--- src/rtl/const_immediate_decoder.sv ---
// const_immediate_decoder: assembles WebAssembly constant immediates
// (f32/f64 little-endian, i32/i64 signed LEB128) from a byte stream.
// Optional feature macro: CONST_DECODER_LENGTH_EN adds the length[3:0]
// output (bytes consumed by the current decode).
module const_immediate_decoder #(
  parameter int unsigned DATA_WIDTH    = 64,
  parameter int unsigned MAX_LEB_BYTES = 10
) (
  input  logic                  clk,
  input  logic                  reset,
  input  logic                  start,
  input  logic [1:0]            mode,
  input  logic [7:0]            byte_data,
  input  logic                  byte_valid,
  output logic                  byte_ready,
  output logic [DATA_WIDTH-1:0] value,
  output logic                  value_valid,
  input  logic                  value_ready,
  output logic                  busy,
  output logic [1:0]            trap
`ifdef CONST_DECODER_LENGTH_EN
  ,
  output logic [3:0]            length
`endif
);

  localparam int unsigned CNT_W       = 4;
  localparam int unsigned SH_W        = 7;
  localparam int unsigned LEB32_BYTES = 5;
  localparam logic [1:0]  TRAP_NONE     = 2'd0;
  localparam logic [1:0]  TRAP_OVERLONG = 2'd1;
  localparam logic [1:0]  TRAP_MODE     = 2'd2;
  localparam logic [DATA_WIDTH-1:0] LOW32_MASK = DATA_WIDTH'(64'h0000_0000_FFFF_FFFF);

  typedef enum logic [1:0] {
    S_IDLE  = 2'd0,
    S_FETCH = 2'd1,
    S_DONE  = 2'd2,
    S_ERROR = 2'd3
  } state_t;

  state_t                state;
  state_t                state_next;
  logic [1:0]            mode_q;
  logic [DATA_WIDTH-1:0] acc;
  logic [CNT_W-1:0]      count;

  logic                  accept;
  logic                  start_take;
  logic                  mode_bad;
  logic [SH_W-1:0]       fix_sh;
  logic [SH_W-1:0]       leb_sh;
  logic [SH_W-1:0]       sext_sh;
  logic [DATA_WIDTH-1:0] acc_next;
  logic [DATA_WIDTH-1:0] ext;
  logic [DATA_WIDTH-1:0] result;
  logic                  leb_end;
  logic                  last_byte;
  logic                  overlong;
  logic [CNT_W-1:0]      leb_limit;
  logic [CNT_W-1:0]      fix_last;

  logic                  byte_ready_d;
  logic                  value_valid_d;
  logic                  busy_d;
  logic [1:0]            trap_d;

  // Handshake qualifiers; mode[1] selects LEB128, mode[0] selects 64-bit kind
  always_comb begin
    accept     = byte_valid && byte_ready;
    start_take = start && ((state == S_IDLE) || (state == S_ERROR));
    mode_bad   = (DATA_WIDTH == 32) && mode[0];
  end

  // Merge the incoming byte into the accumulator and format the final result
  always_comb begin
    fix_sh    = {count, 3'b000};
    leb_sh    = SH_W'(count) * SH_W'(7);
    sext_sh   = leb_sh + SH_W'(7);
    leb_end   = mode_q[1] && !byte_data[7];
    leb_limit = mode_q[0] ? CNT_W'(MAX_LEB_BYTES - 1) : CNT_W'(LEB32_BYTES - 1);
    fix_last  = mode_q[0] ? CNT_W'(7) : CNT_W'(3);
    overlong  = mode_q[1] && byte_data[7] && (count == leb_limit);
    last_byte = mode_q[1] ? leb_end : (count == fix_last);
    if (mode_q[1]) begin
      acc_next = acc | (DATA_WIDTH'(byte_data[6:0]) << leb_sh);
    end else begin
      acc_next = acc | (DATA_WIDTH'(byte_data) << fix_sh);
    end
    ext = acc_next;
    if (leb_end && byte_data[6]) begin
      ext = acc_next | ({DATA_WIDTH{1'b1}} << sext_sh);
    end
    // 32-bit kinds live in the low word; bits past the kind width are dropped
    result = mode_q[0] ? ext : (ext & LOW32_MASK);
  end

  // State register
  always_ff @(posedge clk or negedge reset) begin
    if (!reset) begin
      state <= S_IDLE;
    end else begin
      state <= state_next;
    end
  end

  // Next-state logic
  always_comb begin
    state_next = state;
    unique case (state)
      S_IDLE, S_ERROR: begin
        if (start_take) begin
          state_next = mode_bad ? S_ERROR : S_FETCH;
        end
      end
      S_FETCH: begin
        if (accept) begin
          if (overlong) begin
            state_next = S_ERROR;
          end else if (last_byte) begin
            state_next = S_DONE;
          end
        end
      end
      S_DONE: begin
        if (value_ready) begin
          state_next = S_IDLE;
        end
      end
      default: state_next = S_IDLE;
    endcase
  end

  // Next values of the registered status outputs, derived from the next state
  always_comb begin
    byte_ready_d  = (state_next == S_FETCH);
    value_valid_d = (state_next == S_DONE);
    busy_d        = (state_next != S_IDLE);
    trap_d        = trap;
    if (start_take) begin
      trap_d = mode_bad ? TRAP_MODE : TRAP_NONE;
    end else if ((state == S_FETCH) && accept && overlong) begin
      trap_d = TRAP_OVERLONG;
    end
  end

  // Status output registers
  always_ff @(posedge clk or negedge reset) begin
    if (!reset) begin
      byte_ready  <= 1'b0;
      value_valid <= 1'b0;
      busy        <= 1'b0;
      trap        <= TRAP_NONE;
    end else begin
      byte_ready  <= byte_ready_d;
      value_valid <= value_valid_d;
      busy        <= busy_d;
      trap        <= trap_d;
    end
  end

  // Datapath: mode latch, accumulator, byte count and result register
  always_ff @(posedge clk or negedge reset) begin
    if (!reset) begin
      mode_q <= 2'b00;
      acc    <= '0;
      count  <= '0;
      value  <= '0;
    end else if (start_take) begin
      mode_q <= mode;
      acc    <= '0;
      count  <= '0;
    end else if ((state == S_FETCH) && accept) begin
      acc   <= acc_next;
      count <= count + CNT_W'(1);
      if (last_byte && !overlong) begin
        value <= result;
      end
    end
  end

`ifdef CONST_DECODER_LENGTH_EN
  // Byte count is held through DONE and ERROR for PC advance
  assign length = count;
`endif

endmodule

--- config.mk ---
export PLATFORM = sky130hd
export DESIGN_NAME = const_immediate_decoder
export DESIGN_NICKNAME = d
export VERILOG_FILES = /design/src/rtl/const_immediate_decoder.sv
export SDC_FILE = /design/constraint.sdc
export NUM_CORES = 1
export LEC_CHECK = 0
export CORE_MARGIN = 2
export CORE_UTILIZATION = 58
export DETAILED_ROUTE_END_ITERATION = 16
export MAX_ROUTING_LAYER = met4
export PLACE_DENSITY = 0.82
export SKIP_CTS_REPAIR_TIMING = 1
export SYNTH_ARGS = -nofsm -noshare
export SYNTH_HDL_FRONTEND = slang
export SYNTH_SLANG_ARGS = --single-unit
export TNS_END_PERCENT = 100
--- constraint.sdc ---
create_clock -name clk -period 6.9 [get_ports clk]
set_input_delay 1.38 -clock clk [delete_from_list [all_inputs] [get_ports clk]]
set_output_delay 1.38 -clock clk [all_outputs]
set_load 0.02 [all_outputs]
Yosys cells after proc, flatten, opt, wreduce, memory -nomap -nowiden --
Index checks and enable logic that the tools add are counted.
Word-level totals: bits in registers 141, bits in latches 0, RAM bits 0, memory bits (read-only) 0, input bits 15, output and inout port bits 69, logic and storage cells 62, memories kept 0
Cells by class: $add $sub $neg 2, multipliers 1, divide/modulo/power cells 0, magnitude comparators 0, eq/ne operators 7, shifts and indexed selects 3, muxes and demuxes 18, bitwise gates (word level) 4, reductions and logical operators 18
Operators with widths (number):
- 64-bit two-way mux | 5
- 64-bit bitwise OR | 3
- 64-bit by 7-bit << shifter with 64-bit output, first input constant | 1
- 7-bit by 7-bit << shifter with 64-bit output | 1
- 8-bit by 7-bit << shifter with 64-bit output | 1
- 2-bit two-way mux | 7
- 4-bit two-way mux | 3
- 1-bit logical AND | 9
- 7-bit by 3-bit adder with 7-bit output, second input constant | 1
- 4-bit by 3-bit multiplier with 7-bit output, second input constant | 1
- 2-bit == test, second input constant | 3
- 2-bit one-hot mux with 3 select lines | 1
- 2-bit nonzero test | 3
- 4-bit by 1-bit adder with 4-bit output, second input constant | 1
- 2-bit by 1-bit == test with 1-bit output, second input constant | 2
- 4-bit by 3-bit == test with 1-bit output | 1
- 4-bit == test | 1
- 3-bit two-way mux | 1
- 3-bit AND reduction | 1
- 1-bit logical NOT | 2
- 2-bit logical NOT | 1
- 2-bit OR reduction | 1
- 1-bit logical OR | 1
- 1-bit two-way mux | 1
- 1-bit inverter | 1

Longest topological paths before layout --
Gate-level depths: netlist (run 1).
word-level depth 8, gate-level depth with buffers 14, mapped depth without buffers 11

Worst setup path after synthesis (run 1) --
OpenSTA, ideal clock, no wires.
path kind reg-to-reg, start point register count[2], end point register value[14], library setup time 0.137 ns, arrival time 3.064 ns, required time 6.763 ns, slack 3.699 ns, cell stages (with the launch flop) 15, buffers on the path 3, period minus slack after synthesis 3.201 ns, path through dfrtp_1 > buf_2 > inv_1 > fa_1 > inv_1 > ha_1 > ha_1 > clkbuf_2 > a211o_1 > nand3_1 > nand2_1 > o21a_2 > buf_4 > a311oi_1 > a21oi_1
Between the ends: cells in the longest elaborated chain, start to end 7, elaborated cells on any way between the ends 18, classes of those cells add/sub: 1; mul: 1; eq/ne: 2; shift: 3; mux: 4; bitwise: 3; reduce/logical: 4
RTL lines:
- from (decl) | RTL line 46 | logic [CNT_W-1:0] count;
- from (signal assigned) | RTL line 175 | count <= count + CNT_W'(1);
- branches (longest 7 deep; another with 4-bit by 3-bit multiplier with 7-bit output)
- to (signal assigned) | RTL line 177 | value <= result;
- to (decl) | RTL line 16 | output logic [DATA_WIDTH-1:0] value,
Parallel ways; which one is timed is not known. A chain may end at the register's enable or synchronous reset.

Worst setup path in the final report (run 1) --
start point register count[0], end point register value[18]
Same word-level chain as after synthesis.

==> impl_summary.log, run 1 <==
INFO  metric routed-via-count = 6622
INFO  metric ir_drop = 373.2 uV
INFO  metric synth_area = 7101 um2
INFO  metric worst_hold_depth = 1
INFO  metric grt_setup_unrepaired = false
INFO  metric syn-mean-instance-area = 8.988 um2
INFO  metric leakagePower = 3.705 nW
INFO  metric num_rows = 40
INFO  metric synth_largest_type_area_fraction = 49.34%
INFO  metric detail-route-antenna-nets = 0
INFO  metric detailed_route_vias_per_instance = 6.642
INFO  metric synth_top_cells_by_area = sky130_fd_sc_hd__dfrtp_1 (49%), sky130_fd_sc_hd__a21oi_1 (7.5%), sky130_fd_sc_hd__nor2_1 (7.1%)
INFO  metric crit_path_cell_trace = clkinv_1 -> ha_1 -> xnor2_1 -> xnor2_1 -> fa_1 -> a211o_1 -> a21o_1 -> nand2_1 -> o21a_2 -> o21ai_0 -> a31oi_1
INFO  metric grt_first_pass_wirelength = 35060 um
INFO  metric grt_antenna_before_repair = 0
INFO  metric critical_path.endpoint_type = register
INFO  metric hold_path.startpoint = value[47]
INFO  metric layout.area.seq = 3503 um2
INFO  metric switching_share = 42.35%
INFO  metric final_area = 8468 um2
INFO  metric overflow = 0
INFO  metric synth_fp_nets = 826
INFO  metric final_layout_size_suffix_gt1_share = 5.294%
INFO  metric design.die.area = 13140 um2
INFO  metric cts.sink_count = 140
INFO  metric finalClockSkew = 0.006369 ns
INFO  metric post_detailed_placement_cell_area = 7909 um2
INFO  metric buffer_ports.inserted = 82
INFO  metric yosys.area.top_type = sky130_fd_sc_hd__dfrtp_1
INFO  metric post-route-util = 70.80%
INFO  metric setup.worst_path.start_class = register
INFO  metric floorplan.die.height = 114.6 um
INFO  metric ioPinCount = 84
INFO  metric highest-signal-layer = met4
INFO  metric synth-warning-count = 0
INFO  metric vias_in_the_first_global_route = 6424
INFO  metric multi_input_comb_area = 3287 um2
INFO  metric worstSetupPathType = reg -> reg
INFO  metric grt_start_max_net_pins = 90
INFO  metric clkSlewWorstSetupHoldPaths = 0.06 ns
INFO  metric worstRegToRegCells = 11
INFO  metric core-area = 11960 um2
INFO  metric syn-instance-count = 790
INFO  metric netlist-cell-type-count = 50
INFO  metric routedWlPerCell = 22.63 um
INFO  metric cp_common_cell = sky130_fd_sc_hd__xnor2_1
INFO  metric power-per-cell-area = 442.0 nW/um2
INFO  metric detail_route.iter0.violations = 801
INFO  metric root_driver = sky130_fd_sc_hd__clkbuf_16
INFO  metric met3_length = 1997 um
INFO  metric cts_tree = yes
INFO  metric setup_viol = 0
INFO  metric number_of_detailed_route_iterations_in_the_first_pass = 5
INFO  metric combinationalPowerShare = 43.9%
INFO  metric timing.final.max_slew_violations = 0
INFO  metric cp_data_required_time = 7.25 ns
INFO  metric drv_cap = 0
INFO  metric synth-edff-count = 0
INFO  metric critPathLaunch = count[0]
INFO  metric grt.total_usage = 36.53%
INFO  metric floorplan.initialDensity = 59.36%
INFO  metric hold_path_class = reg -> reg
INFO  metric critical_path.slowest_cell = sky130_fd_sc_hd__dfrtp_1
INFO  metric num-nets-final = 873
INFO  metric tightestPinTransition = 1.207 ns
INFO  metric cpPeakStageDelay = 0.90 ns
INFO  metric critPathMaxFanout = 32
INFO  metric post-synth-top-count-cell = sky130_fd_sc_hd__dfrtp_1
INFO  metric fmaxAchievable = 0.1942 GHz
INFO  metric reg2reg_from = count[0]
INFO  metric finalCriticalPeriod = 5.149 ns
INFO  metric clock_power_share = 23.6%
INFO  metric setup_total_negative_slack = 0 ns
INFO  metric synth_seq_cells = 140
INFO  metric post-route-period-util = 74.62%
INFO  metric n_fill_cell = 927
INFO  metric drt_drc_violations_left = 0
INFO  metric async_reset_ff_share = 100.0%
INFO  metric max-clock-path-buffers = 2
INFO  metric status = finished clean
INFO  metric power.switching = 1.585 mW
INFO  metric place.gp.congestion = 0.9508
INFO  metric pwr-share-seq = 32.5%
INFO  metric worst_skew_pair.late_latency = 0.43 ns
INFO  metric synthToLayoutAreaGrowth = 19.26%
INFO  metric count_of_h_tree_levels_built_during_cts = 4
INFO  metric finalHoldViolations = 0
INFO  metric postSynth.topFlopCell = sky130_fd_sc_hd__dfrtp_1
INFO  metric synth.top_cells.by_count = sky130_fd_sc_hd__dfrtp_1 (140), sky130_fd_sc_hd__nor2_1 (135), sky130_fd_sc_hd__a21oi_1 (107), sky130_fd_sc_hd__nand2_1 (53), sky130_fd_sc_hd__o21ai_0 (40)
INFO  metric tritoncts.num_buffers = 17
INFO  metric detailed_place_hpwl = 15060 um
INFO  metric antenna_cells_inserted = 0
INFO  metric synth-seq-area-share = 49.34%
INFO  metric hold-worst-slack = 0.4832 ns
INFO  metric drt-total-wl = 22560 um
INFO  metric m1WireLength = 9173 um
INFO  metric arrival = 5.50 ns
INFO  metric routed-wl-met2 = 10490 um
INFO  metric max-slew-margin-rel = 18.90%
INFO  metric intPower = 2.158 mW
INFO  metric dieWidth = 114.6 um
path summary, 6_finish.rpt:
kind / to / slack, ns
max in group asynchronous: acc[5] / 4.67
setup / recovery: value[18] / 1.75
setup reg to reg: value[18] / 1.75
hold reg to reg: value[47] / 0.48
min in group asynchronous: acc[13] / 1.03
hold / removal: value[47] / 0.48
cell families (layout without fill, tap and decap cells):
kind of cell / count (synthesis) / count (layout) / synth area share, %
AOI/OAI and AO/OA: 288 / 288 / 25.74
and+or+nand+nor: 255 / 255 / 15.31
DFF: 140 / 140 / 49.34
buffers and inverters: 77 / 137 / 4.476
adders and majority gates: 21 / 21 / 4.018
xor gates and xnor gates: 6 / 6 / 0.7401
muxes: 2 / 2 / 0.3172
other: 1 / 1 / 0.05281
layer usage:
layer | vias to the layer above | GRT usage [%]
met4 | 0 | 17.32
li1 | 2946 | -
met1 | 3240 | 47.35
met2 | 373 | 55.11
met5 | - | -
met3 | 63 | 7.782
placed cells by master, fill, tap and decap left out, types with 2 or more instances in the layout:
cell | Yosys | layout
sky130_fd_sc_hd__a211o_1 | 4 | 4
sky130_fd_sc_hd__a211oi_1 | 27 | 27
sky130_fd_sc_hd__a21o_1 | 5 | 5
sky130_fd_sc_hd__a21oi_1 | 107 | 107
sky130_fd_sc_hd__a221oi_1 | 14 | 14
sky130_fd_sc_hd__a22o_1 | 17 | 17
sky130_fd_sc_hd__a311oi_1 | 7 | 7
sky130_fd_sc_hd__a31oi_1 | 34 | 34
sky130_fd_sc_hd__and2_1 | 4 | 3
sky130_fd_sc_hd__and3_1 | 4 | 3
sky130_fd_sc_hd__buf_4 | 4 | 7
sky130_fd_sc_hd__bufinv_16 | 0 | 2
sky130_fd_sc_hd__clkbuf_1 | 39 | 4
sky130_fd_sc_hd__clkbuf_16 | 0 | 17
sky130_fd_sc_hd__clkdlybuf4s50_1 | 0 | 81
sky130_fd_sc_hd__clkinv_2 | 0 | 5
sky130_fd_sc_hd__dfrtp_1 | 140 | 140
sky130_fd_sc_hd__fa_1 | 3 | 3
sky130_fd_sc_hd__ha_1 | 18 | 18
sky130_fd_sc_hd__inv_1 | 15 | 15
sky130_fd_sc_hd__inv_6 | 0 | 2
sky130_fd_sc_hd__mux2_2 | 2 | 2
sky130_fd_sc_hd__nand2_1 | 53 | 53
sky130_fd_sc_hd__nand2b_1 | 10 | 10
sky130_fd_sc_hd__nand3_1 | 21 | 21
sky130_fd_sc_hd__nand4_1 | 3 | 3
sky130_fd_sc_hd__nor2_1 | 135 | 135
sky130_fd_sc_hd__nor2b_1 | 3 | 3
sky130_fd_sc_hd__nor3_1 | 15 | 14
sky130_fd_sc_hd__o211ai_1 | 3 | 3
sky130_fd_sc_hd__o21ai_0 | 40 | 40
sky130_fd_sc_hd__o21ai_1 | 6 | 6
sky130_fd_sc_hd__o21bai_1 | 3 | 3
sky130_fd_sc_hd__o221ai_1 | 12 | 12
sky130_fd_sc_hd__o22ai_1 | 3 | 3
sky130_fd_sc_hd__xnor2_1 | 5 | 5
flip-flops by register name, summed over array words and instances, names as in the netlist:
signal       count
mode_q           2
trap             1
value           64
acc             64
value_valid      1
byte_ready       1
busy             1
count            4
state            2
worst max-delay path: cells and delay by family (launching register included):
family	cells	cell delay, ns
flip-flops	1	0.90
XOR/XNOR	2	0.57
buffers and inverters	1	0.51
adder cells (fa/ha/maj)	2	0.97
AND/OR/NAND/NOR	1	0.49
AO/OA/AOI/OAI	5	1.61
area by class of cell:
class,count,area share [%]
Clock buffer,21,5.201
Tap cell,147,2.172
Inverter,16,0.7092
Sequential cell,140,41.37
Clock inverter,11,1.404
Timing Repair Buffer,89,10.33
Multi-Input combinational cell,573,38.81
stage by stage:
step / setup slack, ns / cells / power [mW]
after global placement: 2.064 / 965 / 2.784
after floorplan: 3.699 / 790 / 2.146
after CTS: 1.890 / 997 / 3.712
after detailed placement: 1.864 / 965 / 2.831
after global routing: 1.529 / 997 / 3.908
final: 1.751 / 997 / 3.743
power groups by stage:
| stage | logic [mW] | registers [mW] | clock network (mW) |
|---|---|---|---|
| global route | 1.75 | 1.24 | 0.914 |
| global placement | 1.57 | 1.22 | 0 |
| CTS | 1.62 | 1.22 | 0.881 |
| finish | 1.64 | 1.22 | 0.883 |
| floorplan | 0.784 | 1.36 | 0 |
| detailed placement | 1.60 | 1.23 | 0 |
No activity file was read; power rests on OpenSTA's default activity.
==> run 2: changes to the inputs <==
--- a/config.mk
+++ b/config.mk
@@ -6,10 +6,10 @@
 export NUM_CORES = 1
 export LEC_CHECK = 0
 export CORE_MARGIN = 2
-export CORE_UTILIZATION = 58
+export CORE_UTILIZATION = 51
 export DETAILED_ROUTE_END_ITERATION = 16
 export MAX_ROUTING_LAYER = met4
-export PLACE_DENSITY = 0.82
+export PLACE_DENSITY = 0.77
 export SKIP_CTS_REPAIR_TIMING = 1
 export SYNTH_ARGS = -nofsm -noshare
 export SYNTH_HDL_FRONTEND = slang
==> constraint.sdc (replaced) <==
create_clock -name clk -period 4.7 [get_ports clk]
set_input_delay 0.94 -clock clk [delete_from_list [all_inputs] [get_ports clk]]
set_output_delay 0.94 -clock clk [all_outputs]
set_load 0.02 [all_outputs]
==> run 2 against run 1 <==
  * Via count up 1.9%
  * Worst setup slack worse by 0.84 ns
  * Combinational power up 58%
  * First-iteration DRC count up 1.1%
  * Non-clock buffer count up 21
  * Global-route usage down 4.6 points
  * Core utilization down 7.6 points
  * Sequential share of layout area down 0.94 points
  * Cell count up 5.3%
  * Register-to-register slack worse by 0.84 ns
  * Clock power up 46%
  * Highest routed layer unchanged
==> impl_summary.log, run 2 (synthesis gave the netlist of run 1 again) <==
INFO  metric floorplan.initialDensity = 51.76% (-7.6 points)
INFO  metric grt.total_usage = 31.92% (-4.6 points)
INFO  metric cts_tree = yes
INFO  metric critical_path.endpoint_type = register
INFO  metric cpPeakStageDelay = 0.59 ns (-0.31 ns)
INFO  metric design.die.area = 14880 um2 (+13%)
INFO  metric reg_top3 = acc (64), value (64), count (4)
INFO  metric final_layout_size_suffix_gt1_share = 7.701% (+2.4 points)
INFO  metric count_of_h_tree_levels_built_during_cts = 4 (unchanged)
INFO  metric grt_antenna_before_repair = 0 (unchanged)
INFO  metric n_fill_cell = 1191 (+28%)
INFO  metric max-slew-margin-rel = 37.33% (+18 points)
INFO  metric ioPinCount = 84 (unchanged)
INFO  metric place.gp.congestion = 0.9344 (-1.7%)
INFO  metric grt_start_max_net_pins = 68 (-24%)
INFO  metric max-clock-path-buffers = 2 (unchanged)
INFO  metric grt_first_pass_wirelength = 34530 um (-1.5%)
INFO  metric top_library_cells_by_usage_in_the_layout_fill_and_taps_aside = sky130_fd_sc_hd__dfrtp_1 (140), sky130_fd_sc_hd__nor2_1 (135), sky130_fd_sc_hd__a21oi_1 (107), sky130_fd_sc_hd__clkdlybuf4s50_1 (81), sky130_fd_sc_hd__nand2_1 (53)
INFO  metric num-nets-final = 894 (+2.4%)
INFO  metric timing.final.max_slew_violations = 0 (unchanged)
INFO  metric number_of_detailed_route_iterations_in_the_first_pass = 6 (+1)
INFO  metric finalClockSkew = 0.008316 ns (+0.001947 ns)
INFO  metric detailed_place_hpwl = 15030 um (-0.24%)
INFO  metric drv_cap = 0 (unchanged)
INFO  metric tightestPinTransition = 0.9328 ns (-0.2744 ns)
INFO  metric setup_total_negative_slack = 0 ns (unchanged)
INFO  metric antenna_cells_inserted = 0 (unchanged)
INFO  metric crit_path_cell_trace = inv_1 -> ha_1 -> xnor2_1 -> xnor2_1 -> ha_1 -> a21o_1 -> nand4_1 -> a2111oi_4 -> o21a_2 -> o21ai_0 -> a31oi_1
INFO  metric drt_drc_violations_left = 0 (unchanged)
INFO  metric setup_viol = 0 (unchanged)
INFO  metric multi_input_comb_area = 3287 um2 (unchanged)
INFO  metric floorplan.die.height = 122.0 um (+6.4%)
INFO  metric cp_data_required_time = 5.05 ns (-2.20 ns)
INFO  metric mostFrequentLayoutCell = sky130_fd_sc_hd__dfrtp_1
INFO  metric finalCriticalPeriod = 3.791 ns (-1.358 ns)
INFO  metric critical_path.slowest_cell = sky130_fd_sc_hd__o21a_2
INFO  metric critPathMaxFanout = 32 (unchanged)
INFO  metric core-area = 13720 um2 (+15%)
INFO  metric fmaxAchievable = 0.2638 GHz (+36%)
INFO  metric clock_power_share = 23.0% (-0.6 points)
INFO  metric power.total = 5.626 mW (+50%)
INFO  metric finalHoldViolations = 0 (unchanged)
INFO  metric layout.area.seq = 3503 um2 (unchanged)
INFO  metric numPlacedInstances = 1019 (+5.6%)
INFO  metric dieWidth = 122.0 um (+6.4%)
INFO  metric cts.sink_count = 140 (unchanged)
INFO  metric routedWlPerCell = 21.24 um (-6.1%)
INFO  metric post-route-period-util = 80.67% (+6.0 points)
INFO  metric status = finished clean
INFO  metric ir_drop = 306.1 uV (-18%)
INFO  metric detailed_route_vias_per_instance = 6.428 (-3.2%)
INFO  metric overflow = 0 (unchanged)
INFO  metric finalNonFillerCells = 1050 (+5.3%)
INFO  metric worst_skew_pair.late_latency = 0.43 ns (about the same)
INFO  metric buffer_ports.inserted = 82 (unchanged)
INFO  metric grt_setup_unrepaired = false
INFO  metric intPower = 3.278 mW (+52%)
INFO  metric routed-via-count = 6749 (+1.9%)
INFO  metric hold_path_class = reg -> reg
INFO  metric hold-worst-slack = 0.4938 ns (+0.01067 ns)
INFO  metric power.switching = 2.347 mW (+48%)
INFO  metric root_driver = sky130_fd_sc_hd__clkbuf_16
INFO  metric power-per-cell-area = 649.2 nW/um2 (+47%)
INFO  metric synthToLayoutAreaGrowth = 22.04%
INFO  metric worstSetupPathType = reg -> reg
INFO  metric cp.buffers_inverters = 1 (unchanged)
INFO  metric tritoncts.num_buffers = 17 (unchanged)
INFO  metric arrival = 4.14 ns (-1.36 ns)
INFO  metric leakagePower = 3.799 nW (+2.6%)
INFO  metric cp_top_family = compound AO/OA/AOI/OAI gates
INFO  metric setup.worst_path.start_class = register
INFO  metric switching_share = 41.73% (-0.63 points)
INFO  metric clkSlewWorstSetupHoldPaths = 0.06 ns (about the same)
INFO  metric detail_route.iter0.violations = 810 (+1.1%)
INFO  metric pwr-share-seq = 31.0% (-1.5 points)
INFO  metric combinationalPowerShare = 46.0% (+2.1 points)
INFO  metric post-route-util = 63.16% (-7.6 points)
INFO  metric detail-route-antenna-nets = 0 (unchanged)
INFO  metric drt-total-wl = 22310 um (-1.1%)
INFO  metric vias_in_the_first_global_route = 6348 (-1.2%)
INFO  metric num_rows = 43 (+7.5%)
-- run 2: power by group through the flow --
| stage | Clock (mW) | Combinational, mW | Sequential (mW) |
|---|---|---|---|
| finish | 1.29 | 2.59 | 1.75 |
| global route | 1.35 | 2.75 | 1.79 |
| CTS | 1.30 | 2.54 | 1.75 |
| detailed placement | 0 | 2.52 | 1.76 |
| global placement | 0 | 2.49 | 1.74 |
| floorplan | 0 | 1.15 | 2.00 |
-- run 2: path summary, 6_finish.rpt --
path	startpoint	end	slack, ns	depth (start not counted)
max	count[1]	value[22]	0.91	11
min	acc[63]	acc[63]	0.49	2
max reg2reg	count[1]	value[22]	0.91	11
min reg2reg	acc[63]	acc[63]	0.49	2
max in group asynchronous	reset	value[21]	3.22	2
min in group asynchronous	reset	value[11]	0.50	1
-- run 2: cell type report --
| type | instances | share of cell area, % |
|---|---|---|
| Timing Repair Buffer | 110 | 11.91 |
| Clock buffer | 19 | 4.996 |
| Clock inverter | 12 | 1.444 |
| Sequential cell | 140 | 40.43 |
| Tap cell | 180 | 2.599 |
| Inverter | 16 | 0.6930 |
| Multi-Input combinational cell | 573 | 37.93 |
-- run 2: worst min-delay path, delay by kind of cell, from the launching register on --
| kind | cells | cell delay (ns) |
|---|---|---|
| AO/OA/AOI/OAI | 1 | 0.05 |
| AND/OR/NAND/NOR | 1 | 0.07 |
| flip-flops | 1 | 0.34 |
-- run 2: metrics by stage --
stage / instance area (um2) / setup slack, ns
floorplan: 7101 / 1.499
detailed placement: 8108 / 0.9840
global placement: 8108 / 1.054
CTS: 8666 / 0.9564
global route: 8666 / 0.5491
finish: 8666 / 0.9087
-- run 2: layer usage --
layer / track usage, % / vias up / wire length [um]
met5: - / - / 0
met4: 12.93 / 0 / 770
met3: 6.648 / 61 / 1898
met2: 47.80 / 404 / 10380
met1: 42.59 / 3292 / 9261
li1: - / 2992 / -
